## src/rtl/kalman_scheduler.sv

```systemverilog
// Round-robin scheduler sharing one Kalman update core across N_CH channels.
// Holds per-channel pending samples and x/p state; Q/R changes apply between updates.
module kalman_scheduler #(
  parameter int N_CH    = 3,
  parameter int MEAS_W  = 14,
  parameter int DW      = 32,
  parameter int P_INIT  = 1,
  parameter int Q_INIT  = 5,
  parameter int R_INIT  = 10,
  parameter int TIMEOUT = 255
) (
  input  logic                   i_clk,
  input  logic                   i_rst,
  input  logic [N_CH-1:0]        i_meas_vld,
  input  logic [N_CH*MEAS_W-1:0] i_meas,
  input  logic [N_CH-1:0]        i_ch_clr,
  input  logic                   i_cfg_wr,
  input  logic [DW-1:0]          i_cfg_Q,
  input  logic [DW-1:0]          i_cfg_R,
  input  logic                   i_ovf_clr,
  output logic                   o_core_start,
  output logic [MEAS_W-1:0]      o_core_meas,
  output logic [DW-1:0]          o_core_x,
  output logic [DW-1:0]          o_core_p,
  output logic [DW-1:0]          o_core_Q,
  output logic [DW-1:0]          o_core_R,
  input  logic                   i_core_done,
  input  logic [DW-1:0]          i_core_x,
  input  logic [DW-1:0]          i_core_p,
  output logic [N_CH*DW-1:0]     o_x_est,
  output logic [N_CH*DW-1:0]     o_p_est,
  output logic [N_CH-1:0]        o_est_vld,
  output logic [N_CH-1:0]        o_meas_ovf,
  output logic                   o_timeout,
  output logic                   o_busy
);

  localparam int CW = (N_CH > 1) ? $clog2(N_CH) : 1;
  localparam int TW = $clog2(TIMEOUT + 1);
  localparam logic [TW-1:0] TLAST = TW'(TIMEOUT - 1);

  typedef enum logic [1:0] {
    S_IDLE,
    S_ISSUE,
    S_WAIT,
    S_WRITE
  } state_t;

  state_t r_state, w_state_nxt;

  logic [MEAS_W-1:0] r_meas [N_CH];
  logic [DW-1:0]     r_x [N_CH];
  logic [DW-1:0]     r_p [N_CH];
  logic [N_CH-1:0]   r_pend, r_ovf;
  logic [CW-1:0]     r_ch, r_last;
  logic [TW-1:0]     r_cnt;
  logic              r_abort, r_timeout;
  logic              r_cfg_pend;
  logic [DW-1:0]     r_q_act, r_r_act, r_q_sh, r_r_sh;
  logic [MEAS_W-1:0] r_op_meas;
  logic [DW-1:0]     r_op_x, r_op_p, r_op_q, r_op_r;

  logic [MEAS_W-1:0] w_meas [N_CH];
  logic [N_CH-1:0]   w_req;
  logic [CW-1:0]     w_gnt;
  logic              w_gnt_vld;
  logic [MEAS_W-1:0] w_gnt_meas;
  logic [DW-1:0]     w_gnt_x, w_gnt_p;
  logic              w_grant, w_wb, w_tmo, w_abort_set, w_apply;

  always_comb begin
    o_x_est = '0;
    o_p_est = '0;
    for (int k = 0; k < N_CH; k++) begin
      w_meas[k] = i_meas[k*MEAS_W +: MEAS_W];
      o_x_est[k*DW +: DW] = r_x[k];
      o_p_est[k*DW +: DW] = r_p[k];
    end
  end

  // Walk from farthest to nearest offset so the first pending after last wins.
  always_comb begin : p_gnt
    int j;
    j = 0;
    w_req = r_pend & ~i_ch_clr;
    w_gnt_vld = |w_req;
    w_gnt = '0;
    w_gnt_meas = '0;
    w_gnt_x = '0;
    w_gnt_p = '0;
    for (int i = N_CH; i >= 1; i--) begin
      j = int'(r_last) + i;
      if (j >= N_CH) j = j - N_CH;
      if (w_req[j]) begin
        w_gnt = CW'(j);
        w_gnt_meas = i_meas_vld[j] ? w_meas[j] : r_meas[j];
        w_gnt_x = r_x[j];
        w_gnt_p = r_p[j];
      end
    end
  end

  assign w_grant = (r_state == S_IDLE) && w_gnt_vld;
  assign w_apply = (r_state == S_IDLE) && r_cfg_pend;
  assign w_wb = (r_state == S_WAIT) && i_core_done &&
                !r_abort && !i_ch_clr[r_ch];
  assign w_tmo = (r_state == S_WAIT) && !i_core_done &&
                 (r_cnt == TLAST);
  assign w_abort_set = ((r_state == S_ISSUE) ||
                        (r_state == S_WAIT)) && i_ch_clr[r_ch];

  always_ff @(posedge i_clk or posedge i_rst) begin
    if (i_rst) r_state <= S_IDLE;
    else       r_state <= w_state_nxt;
  end

  always_comb begin
    w_state_nxt = r_state;
    case (r_state)
      S_IDLE:  if (w_gnt_vld) w_state_nxt = S_ISSUE;
      S_ISSUE: w_state_nxt = S_WAIT;
      S_WAIT: begin
        if (i_core_done)         w_state_nxt = S_WRITE;
        else if (r_cnt == TLAST) w_state_nxt = S_IDLE;
      end
      S_WRITE: w_state_nxt = S_IDLE;
      default: w_state_nxt = S_IDLE;
    endcase
  end

  always_ff @(posedge i_clk or posedge i_rst) begin
    if (i_rst) begin
      for (int k = 0; k < N_CH; k++) begin
        r_meas[k] <= '0;
        r_x[k] <= '0;
        r_p[k] <= DW'(P_INIT);
      end
      r_pend <= '0;
      r_ovf <= '0;
      r_ch <= '0;
      r_last <= CW'(N_CH - 1);
      r_cnt <= '0;
      r_abort <= 1'b0;
      r_timeout <= 1'b0;
      r_cfg_pend <= 1'b0;
      r_q_act <= DW'(Q_INIT);
      r_r_act <= DW'(R_INIT);
      r_q_sh <= DW'(Q_INIT);
      r_r_sh <= DW'(R_INIT);
      r_op_meas <= '0;
      r_op_x <= '0;
      r_op_p <= '0;
      r_op_q <= DW'(Q_INIT);
      r_op_r <= DW'(R_INIT);
    end else begin
      for (int k = 0; k < N_CH; k++) begin
        if (i_ch_clr[k]) begin
          r_x[k] <= '0;
          r_p[k] <= DW'(P_INIT);
          r_pend[k] <= 1'b0;
        end else begin
          if (w_wb && (r_ch == CW'(k))) begin
            r_x[k] <= i_core_x;
            r_p[k] <= i_core_p;
          end
          if (i_meas_vld[k]) r_meas[k] <= w_meas[k];
          if (w_grant && (w_gnt == CW'(k))) r_pend[k] <= 1'b0;
          else if (i_meas_vld[k])           r_pend[k] <= 1'b1;
        end
      end
      r_ovf <= (i_meas_vld & r_pend & ~i_ch_clr) |
               (r_ovf & ~{N_CH{i_ovf_clr}});
      r_timeout <= w_tmo | (r_timeout & ~i_ovf_clr);
      if (i_cfg_wr) begin
        r_q_sh <= i_cfg_Q;
        r_r_sh <= i_cfg_R;
      end
      if (w_apply) begin
        r_q_act <= r_q_sh;
        r_r_act <= r_r_sh;
      end
      r_cfg_pend <= i_cfg_wr | (r_cfg_pend & ~w_apply);
      // Operands freeze at grant so later config writes cannot disturb them.
      if (w_grant) begin
        r_ch <= w_gnt;
        r_last <= w_gnt;
        r_abort <= 1'b0;
        r_op_meas <= w_gnt_meas;
        r_op_x <= w_gnt_x;
        r_op_p <= w_gnt_p;
        r_op_q <= r_cfg_pend ? r_q_sh : r_q_act;
        r_op_r <= r_cfg_pend ? r_r_sh : r_r_act;
      end else if (w_abort_set) begin
        r_abort <= 1'b1;
      end
      if (r_state == S_ISSUE)     r_cnt <= '0;
      else if (r_state == S_WAIT) r_cnt <= r_cnt + TW'(1);
    end
  end

  always_comb begin
    o_est_vld = '0;
    if ((r_state == S_WRITE) && !r_abort) o_est_vld[r_ch] = 1'b1;
  end

  assign o_core_start = (r_state == S_ISSUE);
  assign o_busy = (r_state != S_IDLE);
  assign o_core_meas = r_op_meas;
  assign o_core_x = r_op_x;
  assign o_core_p = r_op_p;
  assign o_core_Q = r_op_q;
  assign o_core_R = r_op_r;
  assign o_meas_ovf = r_ovf;
  assign o_timeout = r_timeout;

endmodule

```

## config.mk

```make
export PLATFORM = sky130hd
export DESIGN_NAME = kalman_scheduler
export DESIGN_NICKNAME = d
export VERILOG_FILES = /design/src/rtl/kalman_scheduler.sv
export SDC_FILE = /design/constraint.sdc
export NUM_CORES = 1
export LEC_CHECK = 0
export ABC_AREA = 1
export CAP_MARGIN = 20
export CORE_MARGIN = 4
export CORE_UTILIZATION = 48
export CTS_CLUSTER_DIAMETER = 60
export DETAILED_ROUTE_END_ITERATION = 12
export PLACE_DENSITY = 0.76
export SLEW_MARGIN = 40
export SYNTH_ARGS = -nofsm -noshare
export SYNTH_HDL_FRONTEND = slang
export SYNTH_SLANG_ARGS = --single-unit
```

## constraint.sdc

```tcl
create_clock -name i_clk -period 16.3 [get_ports i_clk]
set_input_delay 2.445 -clock i_clk [delete_from_list [all_inputs] [get_ports i_clk]]
set_output_delay 2.445 -clock i_clk [all_outputs]
set_load 0.05 [all_outputs]
```

Word-level counts from Yosys, hierarchy flattened
Index checks and enable logic that the tools add are counted.
Widths: inputs -> output; s select.

cells by class
  $add $sub $neg = 7
  multiply operators = 0
  divide/modulo/power cells = 0
  order comparisons = 11
  eq/ne operators = 10
  shifts and indexed selects = 0
  mux-type cells = 108
  bitwise gates (word level) = 19
  reduce and logical (&&, ||, !) cells = 37

operator list
  kind                 number
  $mux 32              35
  $bmux 32 s2          6
  $mux 14              18
  $bmux 14 s2          6
  $ge 32x3->1 const B  3
  $lt 32x4->1 const B  3
  $not 32->32          3
  $mux 1               25
  $logic_and 1x1->1    16
  $mux 8               2
  $bmux 1 s2           7
  $and 3x3->3          4
  $mux 2               6
  $reduce_bool 2->1    6
  $sub 3x2->4 const B  3
  $ge 3x2->1 const B   3
  $reduce_bool 3->1    3
  $add 8x1->8 const B  1
  $eq 2x2->1 const B   4
  $eq 8x8->1 const B   1
  $pmux 2 s4           1
  $reduce_and 2->1     4
  $add 2x2->3 const B  2
  $eq 2x1->1 const B   3
  other kinds (16)     27

word-level totals
  bits in registers = 527
  bits in latches = 0
  bits in writable memories = 0
  ROM bits = 0
  input bits = 181
  word-level logic and storage cells = 221
  memories kept = 0

Logic depth before layout (Yosys ltp)
Gate-level depths: netlist of the first run.

  word-level depth = 13
  mapped depth = 18
  mapped depth without buffers = 13

Worst setup path after synthesis of the first run
OpenSTA, ideal clock, no wires.

  kind = register -> output
  start = reg r_ch[0]
  end = out o_est_vld[2]
  data arrival time = 2.038 ns
  required time = 13.855 ns
  path slack = 11.817 ns
  cell stages (with the launch flop) = 5
  path buffers = 3
  path through = dfrtp_1 > buf_4 > clkbuf_1 > clkbuf_1 > nor3_1

on the way
  cells in the longest elaborated chain, start to end = 5
  elaborated cells on any way between the ends = 6
  classes of those cells = order compare: 2; mux: 3; reduce/logical: 1

RTL lines
  item                                                            RTL line  source
  from (decl)                                                     55        logic [CW-1:0] r_ch, r_last;
  from (signal assigned)                                          185       r_ch <= w_gnt;
  $lt 2x3->1 (implied by the code) or $ge 2x1->1 (tied branches)  203       if ((r_state == S_WRITE) && !r_abort) o_est_vld[r_ch] = 1'b1;
  $logic_and 1x1->1 (implied by the code)                         203
  $mux 1 (implied by the code)                                    203
  $demux 1 s2 (*)                                                 203
  $mux 3 (*)                                                      203
  to (decl)                                                       32        output logic [N_CH-1:0] o_est_vld,

Mark *: on every way between the ends. The rest lies on a longest branch, timed or not.

Worst setup path after layout of the first run
  start = reg r_ch[0]
  end = out o_est_vld[1]

The elaborated chain is that of the path after synthesis.

==> results of run 1 <==
path summary, 6_finish.rpt:
kind | from | end | slack [ns]
max reg2reg | r_ch[0] | r_ch[1] | 11.01
max | r_ch[0] | o_est_vld[1] | 10.42
min | r_q_sh[2] | o_core_Q[2] | 0.48
min reg2reg | r_q_sh[2] | o_core_Q[2] | 0.48
min in group asynchronous | i_rst | o_core_Q[9] | 2.05
max in group asynchronous | i_rst | o_p_est[32] | 12.17
power groups by stage:
stage	sequential (mW)	combinational, mW	clock, mW
6_report	1.91	3.91	1.34
4_1_cts	1.90	3.84	1.36
3_5_place_dp	1.91	3.83	0
3_3_place_gp	1.91	3.75	0
5_1_grt	1.94	4.22	1.42
2_1_floorplan	2.53	2.10	0
state kept, by name (all words and copies together), names as in the netlist, 2 cells and up:
name	cells
o_core_Q	32
o_core_R	32
o_core_meas	14
o_core_p	32
o_core_x	32
o_meas_ovf	3
o_p_est	96
o_x_est	96
r_ch	2
r_cnt	8
r_meas	42
r_pend	3
r_q_act	32
r_q_sh	32
r_r_act	32
r_r_sh	32
r_state	2
routing by layer:
layer / wire [um] / GRT usage, % / vias up
met2: 46680 / 48.61 / 1562
met4: 4260 / 12.10 / 6
li1: - / - / 13954
met1: 39420 / 39.05 / 13943
met5: 40 / 0 / -
met3: 11240 / 7.965 / 270
worst reg2reg max path, delay by kind of cell, from the launching register on:
kind / cells / cell delay (ns)
flops: 1 / 0.81
simple gates: 6 / 0.97
compound gates: 1 / 0.10
buf+inv: 6 / 2.69
fa+ha+maj: 1 / 0.57
cell families after synthesis:
group	after synthesis	share of synthesized area [%]
and+or+nand+nor	1810	25.09
buffers and inverters	696	10.29
DFF	526	45.21
AOI/OAI and AO/OA	1039	18.98
adders and majority gates	10	0.4291
through the flow:
stage | area [sq um] | utilization, %
floorplan | 29160 | -
global placement | 34190 | 56.76
detailed placement | 34330 | 56.98
CTS | 36270 | 60.21
global route | 36410 | 60.44
finish | 36410 | 60.44
area by class of cell:
| class | count | area, sq um |
|---|---|---|
| well taps | 782 | 978.4 |
| flip-flops and latches | 526 | 13190 |
| inverters | 378 | 1439 |
| repair buffers | 566 | 5786 |
| clock buffers | 82 | 1642 |
| multi-input cells | 2859 | 13070 |
| diodes | 6 | 15.01 |
| fillers | 5410 | 23830 |
| clock inverters | 24 | 300.3 |
Yosys cell counts:
library cell	number	area share, %
sky130_fd_sc_hd__nand2_1	1244	16
sky130_fd_sc_hd__o21ai_0	545	9.4
sky130_fd_sc_hd__dfrtp_1	510	44
sky130_fd_sc_hd__inv_1	367	4.7
sky130_fd_sc_hd__nand3_1	304	5.2
sky130_fd_sc_hd__a21oi_1	233	4.0
sky130_fd_sc_hd__nor2_1	183	2.4
sky130_fd_sc_hd__clkbuf_1	130	1.7
sky130_fd_sc_hd__buf_2	105	1.8
sky130_fd_sc_hd__o211ai_1	66	1.7
sky130_fd_sc_hd__o21ai_1	65	1.1
sky130_fd_sc_hd__a31oi_1	64	1.4
sky130_fd_sc_hd__nor3_1	64	1.1
sky130_fd_sc_hd__o22ai_1	62	1.3
sky130_fd_sc_hd__buf_4	50	1.3
sky130_fd_sc_hd__buf_1	24	0.31
sky130_fd_sc_hd__dfstp_2	16	1.4
sky130_fd_sc_hd__ha_1	10	0.43
sky130_fd_sc_hd__inv_2	10	0.13
sky130_fd_sc_hd__buf_6	9	0.35
sky130_fd_sc_hd__nand4_1	3	0.064
sky130_fd_sc_hd__nand2_2	2	0.043
sky130_fd_sc_hd__nand3_2	2	0.069
sky130_fd_sc_hd__nor2_2	2	0.043
sky130_fd_sc_hd__nor2_4	2	0.077
sky130_fd_sc_hd__a21oi_2	1	0.030
sky130_fd_sc_hd__a22oi_1	1	0.026
sky130_fd_sc_hd__and3_1	1	0.021
sky130_fd_sc_hd__clkinv_1	1	0.013
sky130_fd_sc_hd__nand3b_1	1	0.026
sky130_fd_sc_hd__nand4_2	1	0.043
sky130_fd_sc_hd__nor4_1	1	0.021
sky130_fd_sc_hd__o21a_1	1	0.026
sky130_fd_sc_hd__o21bai_1	1	0.026
==> impl_metrics.ini, run 1 <==
[status]
run_status = finished clean

[clock_tree]
postCtsResizedCells = 0
cts-buffers-inserted = 58
holdBufCountCts = 0
cts_tree = done
cts.root.buffer_cell = sky130_fd_sc_hd__clkbuf_16
cts-root-to-sink-buffers = 3
cts.htree.levels = 2
clock_slew_at_reported_path_ffs_ns = 0.06
post_cts.repair.setup_buffers = 0
insertion_delay_ns = 0.63
tritoncts_num_sinks = 526

[power_and_ir_drop]
leakagePower_nw = 15.67
p_comb_share_pct = 54.6
flop_pwr_share_pct = 26.6
totalPowerFinal_mw = 7.164
p_int_mw = 3.439
power.density_cell_area_nw_per_um2 = 196.7
vdd_ir_drop_max_v = 0.0002081
netSwitchingFraction_pct = 52.00
p_switching_mw = 3.726
power.clock.fraction_pct = 18.8

[synthesis]
post_synth.cell_area_avg_sq_um = 7.145
synth_seq_area_share_pct = 45.21
yosys_register_bits = 526
mappedNetlistArea_sq_um = 29160
number_of_warnings_printed_during_yosys_synthesis = 0
post_synth_inst_count = 4081
syn_nets = 4272
synth_cell_type_count = 34

[timing]
layout_min_cycle_time_ns = 5.882
relative_max_transition_margin_pct = 40.81
timing.final.hold_violations = 0
clock-skew-final_ns = 0.01808
worst_max_slew_pin_slew_ns = 0.8878
fin_tns_setup_ns = 0
finalSetupViolCount = 0
report.final.slew_viol_count = 0
post-route-worst-setup-slack_ns = 10.42
min_period_over_period_pct = 36.09
timing.fmax_mhz = 170.0
grt_setup_unrepaired = no
finalHoldWorstSlack_ns = 0.4822

[worst_setup_path]
critPathRequiredTime_ns = 13.86
crit_path_max_fanout = 36
cell_depth_of_the_worst_flop_to_flop_path = 14
cp_top_family = buffers and inverters
worst_ep_arrival_time_ns = 3.44
cells_along_the_critical_path = inv_2 -> nor3_1 -> clkdlybuf4s50_1
setup.worst_path.end_class = output pin
worst_path_max_delay_cell = sky130_fd_sc_hd__clkdlybuf4s50_1
critPathLaunchType = flip-flop
timing.critical_path.depth = 3
worstSetupPathType = reg -> out
cpPeakStageDelay_ns = 0.92
critPathBufInv = 2

[final_layout]
layout_common_cells = sky130_fd_sc_hd__nand2_1, sky130_fd_sc_hd__o21ai_0, sky130_fd_sc_hd__clkdlybuf4s50_1
layout-drive-gt1-share_pct = 4.284
finish.cell_count_without_fillers = 5223
final_net_count = 4580
mostFrequentLayoutCell = sky130_fd_sc_hd__nand2_1
area_delta_synth_final_pct = 24.89

[floorplanning]
die_area_sq_um = 64750
placementRows = 90
dieHeight_um = 254.5
starting_density_of_the_core_pct = 48.40
pin_count = 524
dieWidth_um = 254.5
placeableCoreArea_sq_um = 60250

[detailed_routing]
drt_iter0_markers = 2813
ant_nets = 0
detail_route.vias_per_cell = 5.693
first_pass_iters = 8
drc = 0
route.final.wire_length_um = 101600
via_count = 29735
wl_per_cell_um = 19.46

[min_path]
min_delay_path_depth = 2
worst_hold_path_type = reg -> reg

[place]
dpl.hpwl_um = 61650
preCtsSetupSlack_ns = 9.805
gp_routability_congestion = 0.8705
numPortBuffers = 523
dp_cells = 5106

[global_route]
global_route_wire_length_before_repair_um = 155700
grt_antenna_before_repair = 9
vias_in_the_first_global_route = 27571
grt_start_max_net_pins = 239
grtUsageTotal_pct = 30.15
overflow = 0

[run]
max_cap_viol_count = 0
(Power assumes the default switching activity.)
==> run 2, diff against run 1 <==
- clock period: 16.3 -> 4.7 ns (I/O delays scaled with it)
==> run 2 against run 1 <==
Against the previous run: cell count is 0.36% higher; first-iteration DRC count is 11% higher; highest routed layer unchanged; largest power group unchanged; critical path depth stayed put; critical path type unchanged.
==> impl_metrics.ini, run 2 (synthesized netlist as in run 1, its figures left out) <==
[clock_tree]
postCtsResizedCells = 0
cts-buffers-inserted = 59
holdBufCountCts = 0
cts.root.buffer_cell = sky130_fd_sc_hd__clkbuf_16
cts.htree.levels = 2
post_cts.repair.setup_buffers = 0
insertion_delay_ns = 0.62
cts-root-to-sink-buffers = 3
clock_slew_at_reported_path_ffs_ns = 0.07
cts_tree = done
tritoncts_num_sinks = 526

[detailed_routing]
via_count = 29885
drc = 0
wl_per_cell_um = 19.53
route.final.wire_length_um = 102400
ant_nets = 0
drt_iter0_markers = 3127
detail_route.vias_per_cell = 5.701
first_pass_iters = 8

[timing]
finalHoldWorstSlack_ns = 0.3967
min_period_over_period_pct = 90.57
report.final.slew_viol_count = 0
relative_max_transition_margin_pct = 41.57
finalSetupViolCount = 0
layout_min_cycle_time_ns = 4.257
grt_setup_unrepaired = no
post-route-worst-setup-slack_ns = 0.4433
timing.fmax_mhz = 234.9
fin_tns_setup_ns = 0
worst_max_slew_pin_slew_ns = 0.8756
clock-skew-final_ns = 0.01970
timing.final.hold_violations = 0

[global_route]
global_route_wire_length_before_repair_um = 159000
overflow = 0
grt_start_max_net_pins = 138
grt_antenna_before_repair = 4
grtUsageTotal_pct = 30.70
vias_in_the_first_global_route = 28052

[worst_setup_path]
cpPeakStageDelay_ns = 0.94
worst_ep_arrival_time_ns = 3.55
setup.worst_path.end_class = output pin
worstSetupPathType = reg -> out
cells_along_the_critical_path = inv_2 -> nor3_1 -> clkdlybuf4s50_1
critPathRequiredTime_ns = 3.99
crit_path_max_fanout = 41
critPathLaunchType = flip-flop
worst_path_max_delay_cell = sky130_fd_sc_hd__clkdlybuf4s50_1

[min_path]
worst_hold_path_type = in -> async

[power_and_ir_drop]
leakagePower_nw = 15.88
totalPowerFinal_mw = 25.14
p_switching_mw = 13.02
flop_pwr_share_pct = 26.4
p_int_mw = 12.12
vdd_ir_drop_max_v = 0.001049
netSwitchingFraction_pct = 51.80
power.density_cell_area_nw_per_um2 = 684.2
p_comb_share_pct = 54.3
power.clock.fraction_pct = 19.3

[status]
run_status = finished clean

[final_layout]
mostFrequentLayoutCell = sky130_fd_sc_hd__nand2_1
finish.cell_count_without_fillers = 5242
fill_cells = 5375
layout_common_cells = sky130_fd_sc_hd__nand2_1, sky130_fd_sc_hd__o21ai_0, sky130_fd_sc_hd__clkdlybuf4s50_1
post-route-util_pct = 61.00
final_net_count = 4600
area_delta_synth_final_pct = 26.04
final_area_sq_um = 36750
layout-drive-gt1-share_pct = 4.979

[floorplanning]
dieWidth_um = 254.5
pin_count = 524
placementRows = 90
starting_density_of_the_core_pct = 48.40
dieHeight_um = 254.5
die_area_sq_um = 64750
placeableCoreArea_sq_um = 60250

[place]
dpl.hpwl_um = 64730
numPortBuffers = 523
gp_routability_congestion = 0.8935
dp_cells = 5127
post_dp_cell_area_sq_um = 34600
preCtsSetupSlack_ns = 0.8031

[run]
max_cap_viol_count = 0
[run 2: cell count changes in the layout (fill, tap and decap cells not counted), sizes merged]
cell | previous run | this run
inv | 379 | 381
clkbuf | 83 | 85
clkinvlp | 4 | 3
bufinv | 5 | 3
clkinv | 14 | 18
buf | 43 | 62
diode | 6 | 1
[run 2: power by group through the flow]
stage | clock, mW | combinational, mW | sequential [mW]
2_1_floorplan | 0 | 7.27 | 8.76
3_3_place_gp | 0 | 13.2 | 6.65
3_5_place_dp | 0 | 13.4 | 6.65
4_1_cts | 4.91 | 13.4 | 6.61
5_1_grt | 5.11 | 14.7 | 6.74
6_report | 4.85 | 13.7 | 6.64
[run 2: worst max-delay path, delay by kind of cell (launching register included)]
family	cells	cell delay (ns)
buffers and inverters	2	1.38
DFF	1	0.85
and+or+nand+nor	1	0.68
[run 2: layout make-up]
| class | instances | area, sq um | share of cell area [%] |
|---|---|---|---|
| antenna | 1 | 2.502 | 0.006809 |
| clock buffer | 84 | 1780 | 4.845 |
| clock inverter | 27 | 295.3 | 0.8035 |
| inverter | 378 | 1436 | 3.908 |
| multi-input combinational | 2859 | 13070 | 35.56 |
| sequential | 526 | 13190 | 35.88 |
| tap | 782 | 978.4 | 2.662 |
| timing repair buffer | 585 | 6003 | 16.33 |
[run 2: per-layer routing]
layer | up-vias | share of wire, % | GRT usage, %
li1 | 13987 | - | -
met1 | 13922 | 39 | 40.84
met2 | 1707 | 45 | 47.85
met3 | 263 | 11 | 7.801
met4 | 6 | 4.4 | 13.61
met5 | - | 0.043 | 0
[run 2: worst paths after layout]
path	startpoint	endpoint	slack, ns	cells past startpoint
setup reg to reg	r_ch[0]	r_pend[0]	0.78	15
min in group i_clk	r_q_act[22]	r_q_act[22]	0.48	2
hold reg to reg	r_q_act[22]	r_q_act[22]	0.48	2
max in group asynchronous	i_rst	o_x_est[73]	3.34	4
setup / recovery	r_ch[0]	o_est_vld[1]	0.44	3
hold / removal	i_rst	o_core_Q[10]	0.40	2
